`src/rtl/instr_enc.sv`:
```
// Host-request to SPI byte-pair encoder: a command byte then a data byte per cs_n frame.
// Optional watchdog on CMD/DATA enabled by defining INSTR_ENC_TIMEOUT_EN.
module instr_enc #(
  parameter int unsigned GAP_CYCLES = 2
) (
  input  logic       clk,
  input  logic       rst,
  input  logic       req_valid,
  output logic       req_ready,
  input  logic       req_write,
  input  logic [5:0] req_addr,
  input  logic [7:0] req_wdata,
  output logic       rsp_valid,
  output logic [7:0] rsp_rdata,
  output logic       rsp_err,
  output logic       cs_n,
  output logic [7:0] tx_byte,
  output logic       tx_start,
  input  logic       byte_sync,
  input  logic [7:0] rx_byte
);

  typedef enum logic [1:0] {IDLE, CMD, DATA, GAP} state_t;

  localparam logic [3:0] GAP_LOAD = (GAP_CYCLES == 0) ? 4'd0 : 4'(GAP_CYCLES - 1);
  localparam state_t     POST_ST  = (GAP_CYCLES == 0) ? IDLE : GAP;

  state_t     state, state_nx;
  logic       lat_write;
  logic [7:0] lat_wdata;
  logic [3:0] gap_cnt;
  logic       sync_ok;
  logic       hs, to_data, done, tout, tmo;

  // A byte_sync landing in the same cycle as tx_start belongs to no byte we sent.
  assign sync_ok   = byte_sync & ~tx_start;
  assign req_ready = (state == IDLE) & ~rst;

`ifdef INSTR_ENC_TIMEOUT_EN
  logic [7:0] wd_cnt;
  // wd_cnt equals cycles since the last tx_start; timeout lands on cycle 255.
  assign tmo = (wd_cnt == 8'd254);
`else
  assign tmo = 1'b0;
`endif

  always_comb begin
    state_nx = state;
    hs       = 1'b0;
    to_data  = 1'b0;
    done     = 1'b0;
    tout     = 1'b0;
    case (state)
      IDLE: if (req_valid) begin
        hs       = 1'b1;
        state_nx = CMD;
      end
      CMD: if (sync_ok) begin
        to_data  = 1'b1;
        state_nx = DATA;
      end else if (tmo) begin
        done     = 1'b1;
        tout     = 1'b1;
        state_nx = POST_ST;
      end
      DATA: if (sync_ok) begin
        done     = 1'b1;
        state_nx = POST_ST;
      end else if (tmo) begin
        done     = 1'b1;
        tout     = 1'b1;
        state_nx = POST_ST;
      end
      GAP: if (gap_cnt == 4'd0) state_nx = IDLE;
      default: state_nx = IDLE;
    endcase
  end

  always_ff @(posedge clk or posedge rst) begin
    if (rst) begin
      state     <= IDLE;
      lat_write <= 1'b0;
      lat_wdata <= '0;
      gap_cnt   <= '0;
      cs_n      <= 1'b1;
      tx_byte   <= '0;
      tx_start  <= 1'b0;
      rsp_valid <= 1'b0;
      rsp_rdata <= '0;
    end else begin
      state     <= state_nx;
      tx_start  <= 1'b0;
      rsp_valid <= 1'b0;
      if (hs) begin
        lat_write <= req_write;
        lat_wdata <= req_wdata;
        cs_n      <= 1'b0;
        tx_byte   <= {req_write, 1'b0, req_addr};
        tx_start  <= 1'b1;
      end
      if (to_data) begin
        tx_byte  <= lat_write ? lat_wdata : 8'h00;
        tx_start <= 1'b1;
      end
      if (done) begin
        rsp_valid <= 1'b1;
        cs_n      <= 1'b1;
        gap_cnt   <= GAP_LOAD;
        if (!tout && !lat_write) rsp_rdata <= rx_byte;
      end
      if (state == GAP && gap_cnt != 4'd0) gap_cnt <= gap_cnt - 4'd1;
    end
  end

`ifdef INSTR_ENC_TIMEOUT_EN
  always_ff @(posedge clk or posedge rst) begin
    if (rst) begin
      wd_cnt  <= '0;
      rsp_err <= 1'b0;
    end else begin
      if (hs || to_data)                   wd_cnt <= '0;
      else if (state == CMD || state == DATA) wd_cnt <= wd_cnt + 8'd1;
      if (done) rsp_err <= tout;
    end
  end
`else
  assign rsp_err = 1'b0;
`endif

endmodule

```
`config.mk`:
```
export PLATFORM = sky130hd
export DESIGN_NAME = instr_enc
export DESIGN_NICKNAME = d
export VERILOG_FILES = /design/src/rtl/instr_enc.sv
export SDC_FILE = /design/constraint.sdc
export NUM_CORES = 1
export LEC_CHECK = 0
export ABC_AREA = 1
export CAP_MARGIN = 20
export CORE_ASPECT_RATIO = 0.5
export CORE_MARGIN = 2
export CORE_UTILIZATION = 30
export CTS_BUF_LIST = sky130_fd_sc_hd__clkbuf_4
export DETAILED_ROUTE_END_ITERATION = 10
export HOLD_SLACK_MARGIN = 0.06
export PLACE_DENSITY_LB_ADDON = 0.15
export REMOVE_ABC_BUFFERS = 1
export SLEW_MARGIN = 10
export SYNTH_ARGS = -nofsm -noshare
export SYNTH_HDL_FRONTEND = slang
export SYNTH_SLANG_ARGS = --single-unit
```
`constraint.sdc`:
```
create_clock -name clk -period 1.1 [get_ports clk]
set_input_delay 0.11 -clock clk [delete_from_list [all_inputs] [get_ports clk]]
set_output_delay 0.11 -clock clk [all_outputs]
set_load 0.005 [all_outputs]
```
==> results of run 1 <==
-- worst reg2reg max path, stage by stage, from the launching register on --
cell	delay, ps
dfrtp_1	410
inv_2	90
ha_4	140
nand2_1	140
buf_6	190
buf_4	140
nand2_1	50
nand2_1	50
-- registers in the layout, indices dropped and copies added (netlist names) --
name       cells
state          2
rsp_rdata      8
cs_n           1
lat_wdata      8
gap_cnt        4
tx_byte        8
tx_start       1
rsp_valid      1
lat_write      1
-- kinds of logic after synthesis --
kind of cell / Yosys count
compound gates: 16
xor+xnor: 1
fa+ha+maj: 5
buf+inv: 23
flops: 34
other cells: 1
simple gates: 103
-- Yosys cell counts, drive strengths merged --
master	count	area (µm²)
nand2	72	292.8
dfrtp	33	825.8
inv	16	60.05
nand3	16	80.08
o21ai	15	101.3
nor2	11	56.30
buf	6	43.79
ha	5	62.56
nand4	3	18.77
clkinv	1	8.760
conb	1	3.750
dfstp	1	26.28
o21bai	1	7.510
or2	1	6.260
xor2	1	8.760
-- what timing repair did --
| action | 4_1_cts | 5_1_grt |
|---|---|---|
| endpoints found under the setup margin | 53 | 48 |
| resized for setup | 85 | 21 |
| buffers inserted | 7 | 7 |
| gates cloned | 1 | 0 |
| pin swaps | 14 | 10 |
| hold buffers | 0 | 0 |
-- layout make-up --
class,instances,area share
Tap cell,70,0.03305
Sequential cell,34,0.3215
Clock inverter,3,0.02597
Timing Repair Buffer,84,0.2809
Inverter,17,0.02975
Multi-Input combinational cell,126,0.2923
Timing Repair inverter,1,0.002361
Clock buffer,5,0.01416
-- layer usage --
metal | wire length [µm] | track usage | part of all wire | up-vias
met1 | 1761 | 0.1766 | 0.46 | 671
met3 | 150 | 0.03981 | 0.040 | 2
met4 | 14 | 0.03846 | 0.0037 | 0
met2 | 1867 | 0.2288 | 0.49 | 24
met5 | 0 | 0 | 0 | -
li1 | - | - | - | 746
-- report_power, final --
part	leakage (nW)	switching [W]	internal, W	total [W]
Clock	0.0554	0.000492	0.000711	0.00120
Sequential	0.422	0.000305	0.00184	0.00214
Combinational	0.837	0.00177	0.00199	0.00376
-- per-stage QoR --
| step | total power, W | instances | setup TNS, ps |
|---|---|---|---|
| floorplan | 0.003609 | 177 | -5889 |
| global placement | 0.005216 | 318 | -5645 |
| detailed placement | 0.005269 | 318 | -5906 |
| CTS | 0.006958 | 333 | -3565 |
| global route | 0.007688 | 340 | -6388 |
| finish | 0.007107 | 340 | -3708 |
-- worst min-delay path by stage --
stage	startpoint	end	slack (ps)	depth (start not counted)
floorplan	req_wdata[0]	lat_wdata[0]	220	2
global placement	lat_wdata[6]	tx_byte[6]	450	2
detailed placement	lat_wdata[6]	tx_byte[6]	460	2
CTS	rst	lat_write	120	3
global route	rst	lat_write	180	3
finish	rst	rsp_rdata[3]	160	3
-- cells in the final DEF (no fill, tap or decap), types with 7 or more instances in the layout --
master and instances:
clkdlybuf4s15_1 9, nand2_1 58, inv_2 7, buf_4 30, clkdlybuf4s50_1 26, buf_6 7
nand3_1 15, nand2_2 9, inv_1 8, o21ai_1 8, dfrtp_1 33, o21ai_2 7
clkbuf_2 9, nor2_1 8
==> impl_metrics.ini, run 1 <==
[status]
status = finished, violations left
violations = negative setup slack

[synthesis]
ys_types = 22
synth_top_family_by_area = simple AND/OR/NAND/NOR gates
syn_avg_cell_area_um2 = 8.758
synth_xor_area_frac = 0.005464
yosysWarningCount = 0
syn_area_um2 = 1603
synthAdderAreaFrac = 0.03903
ys_seq_area_frac = 0.5316
synthCells = 183
synth-compound-area-share = 0.06792
synth_mux_area_frac = 0
synthSimpleGateAreaFrac = 0.2834
ys_seq_elements = 34

[drt]
drtIter0Drc = 22
via_count = 1443
avgViaCountPerCell = 4.244
drc = 0
ant_nets = 0
drt-pass1-iter-count = 4
wl_per_cell_um = 11.16
drt_wl_total_mm = 3.794

[layout]
syn_to_final_growth_pct = 65.34
nFillCells = 483
n_antenna_cell = 0
postLayoutCellArea_um2 = 2650
multi_input_area_um2 = 774.5
utilization = 0.5253
drive_above_1_share = 0.3667
seq_area_um2 = 852.1
nNetsFinal = 301

[placed_design]
dpl_worst_slack_ps = -251.2
hpwl_mm = 2.544
gp_congestion = 0.7604
port_buffers = 46
dpl_cell_area_um2 = 2320

[setup_path]
path_class = reg2out
cp_data_required_time_ps = 990
rrSetupSlack_ps = -180
worst_path_largest_cell_delay_ps = 410
worstSetupPathDepth = 5
critPathArrivalTime_ps = 1190
crit_path_start = state[1]
r2r_end = lat_wdata[0]
crit_fanout = 2
path_buf_inv = 3
cp_common_cell = inv_2
crit_path_end = req_ready
cp_slowest_cell = dfrtp_1
worst_setup_path_end_kind = primary output
rr_worst_depth = 7
crit_path_start_kind = flop
r2r_start = state[1]
path_cells = inv_2, ha_4, inv_2, nor2_2, buf_2
critical_path.top_delay_family = flip-flops

[pwr]
vdd_drop_max_v = 0.0008886
p_leak_nw = 1.315
p_per_area_nw_per_um2 = 2682

[clock_tree]
numCtsBuffers = 5
cts-htree-levels = 2
cts_root_buffer = clkbuf_4
path_clk_slew_ps = 120
cts_buffer_depth = 2
cts_tree = yes
clkSinkCount = 34
clkLatencyLatePin_ps = 340

[die]
die_y_um = 55.69
initial_core_util = 0.3177
fp.coreArea_um2 = 5045
die_area_um2 = 5979
ios = 48
rows = 18
die-width_um = 107.4

[timing]
hold_violations = 0
rsz0062_at_grt = yes
period_needed_ps = 1303
fin_ws_ps = -202.9
slew_violations = 0
maxClockFrequency_mhz = 767.5
period_share = 1.184
fin_skew_ps = 9.539
hold-worst-slack_ps = 164.0
finalSetupViolations = 32

[hold_path]
min_path_type = in2async

[global_route]
grt_max_degree = 35
grt_pass1_vias = 1464
grt_pass1_wl_mm = 6.520
antenna_found_initial = 0
grt_usage = 0.1379
grt-ovfl-total = 0

[flow_run]
maxCapViolations = 0
No activity file was read; power rests on OpenSTA's default activity.
==> inputs of run 2 (changes only) <==
Settings changed: CAP_MARGIN 20 to 30.
==> results of run 2 <==
Same layout as run 1: the final DEF is identical, and so are final timing and power.
==> inputs of run 3 (changes only) <==
Clock period 1.1 ns to 1.5 ns, I/O delays scaled along.
==> impl_metrics.ini, run 3 (synthesis results as in run 1) <==
[status]
status = completed

[setup_path]
crit_fanout = 3
cp_slowest_cell = clkdlybuf4s50_1
path_class = reg2out
path_buf_inv = 1
worst_setup_path_end_kind = primary output
path_cells = clkdlybuf4s50_1
cp_data_required_time_ps = 1350
rr_worst_depth = 6
worst_path_largest_cell_delay_ps = 500
critical_path.top_delay_family = buffers and inverters
crit_path_start_kind = flop
r2r_start = state[1]
rrSetupSlack_ps = 140
critPathArrivalTime_ps = 1230
r2r_end = tx_byte[4]

[flow_run]
maxCapViolations = 0

[timing]
period_share = 0.9178
period_needed_ps = 1377
finalSetupViolations = 0
slew_violations = 0
finalSetupTns_ps = 0
maxClockFrequency_mhz = 726.4
fin_skew_ps = 5.380
rsz0062_at_grt = no
hold_violations = 0

[drt]
via_count = 1337
drc = 0
drt_wl_total_mm = 3.502
drtIter0Drc = 31
ant_nets = 0
wl_per_cell_um = 11.41
drt-pass1-iter-count = 4
avgViaCountPerCell = 4.355

[global_route]
grt_max_degree = 35
grt-ovfl-total = 0
grt_pass1_wl_mm = 5.865
antenna_found_initial = 0
grt_usage = 0.1273
grt_pass1_vias = 1284

[clock_tree]
cts_tree = yes
cts_buffer_depth = 2
clkSinkCount = 34
hold_buffers = 0
clkLatencyLatePin_ps = 340
numCtsBuffers = 5
path_clk_slew_ps = 110
cts_root_buffer = clkbuf_4
cts-htree-levels = 2

[placed_design]
gp_congestion = 0.7738
port_buffers = 46
hpwl_mm = 2.481

[layout]
reg_top3 = lat_wdata x8, rsp_rdata x8, tx_byte x8
layout_commonest_cell = nand2_1
layout_common_cells = nand2_1 (69), clkdlybuf4s50_1 (44), dfrtp_1 (33)
n_antenna_cell = 0
syn_to_final_growth_pct = 40.12
drive_above_1_share = 0.1435
nNetsFinal = 268

[die]
die_area_um2 = 5979
die-width_um = 107.4
ios = 48
rows = 18
initial_core_util = 0.3177
fp.coreArea_um2 = 5045
die_y_um = 55.69

[pwr]
p_total_w = 0.004225
vdd_drop_max_v = 0.0005467
p_leak_nw = 1.120
p_per_area_nw_per_um2 = 1881

[hold_path]
min_path_type = in2async
[run 3: changes by cell type in the layout (fill, tap and decap cells not counted), moves of 5 or more]
cell	before	now
buf_4	30	5
clkdlybuf4s50_1	26	44
buf_6	7	0
nand2_1	58	69
inv_1	8	13
clkdlybuf4s15_1	9	0
ha_4	5	0
o21ai_0	0	7
nand2_2	9	0
o21ai_1	8	1
clkbuf_2	9	0
[run 3: how the worst max path moves through the flow]
stage                     startpoint          to  slack [ps]  cells past startpoint
after global routing        state[1]  tx_byte[4]          20                      6
after detailed placement   byte_sync  tx_byte[5]          50                      7
after CTS                   tx_start    tx_start          40                      1
final                       tx_start    tx_start         120                      1
after floorplan             state[0]  tx_byte[0]          10                      6
after global placement     byte_sync  tx_byte[3]          90                      7
[run 3: where the power goes]
part	internal [W]	switching, W	total [W]
combinational	0.000963	0.000979	0.00194
clock	0.000390	0.000325	0.000715
sequential	0.00135	0.000220	0.00157
[run 3: cell type report]
cell class / count / area [µm²]
multi-input cells: 126 / 643.1
fillers: 516 / 2799
clock buffers: 7 / 52.55
clock inverters: 1 / 30.03
repair buffers: 52 / 511.7
inverters: 17 / 68.82
well taps: 70 / 87.58
flip-flops and latches: 34 / 852.1
[run 3: per-stage QoR]
| stage | hold WS, ps | util | instance area [µm²] | cells | setup WS [ps] |
|---|---|---|---|---|---|
| 2_1_floorplan | 259.6 | - | 1559 | 177 | 14.72 |
| 6_report | 192.3 | 0.4452 | 2246 | 307 | 123.4 |
| 3_5_place_dp | 461.3 | 0.4276 | 2157 | 298 | 47.83 |
| 5_1_grt | 226.2 | 0.4452 | 2246 | 307 | 15.56 |
| 3_3_place_gp | 453.5 | 0.4276 | 2157 | 298 | 85.36 |
| 4_1_cts | 169.8 | 0.4432 | 2236 | 306 | 36.10 |
[run 3: timing repair]
| item | 4_1_cts | 5_1_grt |
|---|---|---|
| endpoints found under the setup margin | 2 | 2 |
| hold endpoints to repair | 0 | 0 |
| buffers inserted | 0 | 1 |
| gates resized for setup | 8 | 1 |
[run 3: routing by layer]
metal	wire, µm	vias to the layer above	GRT usage
met4	46	0	0.04945
met3	152	7	0.03864
met5	0	-	0
li1	-	674	-
met1	1629	628	0.1580
met2	1672	28	0.2089
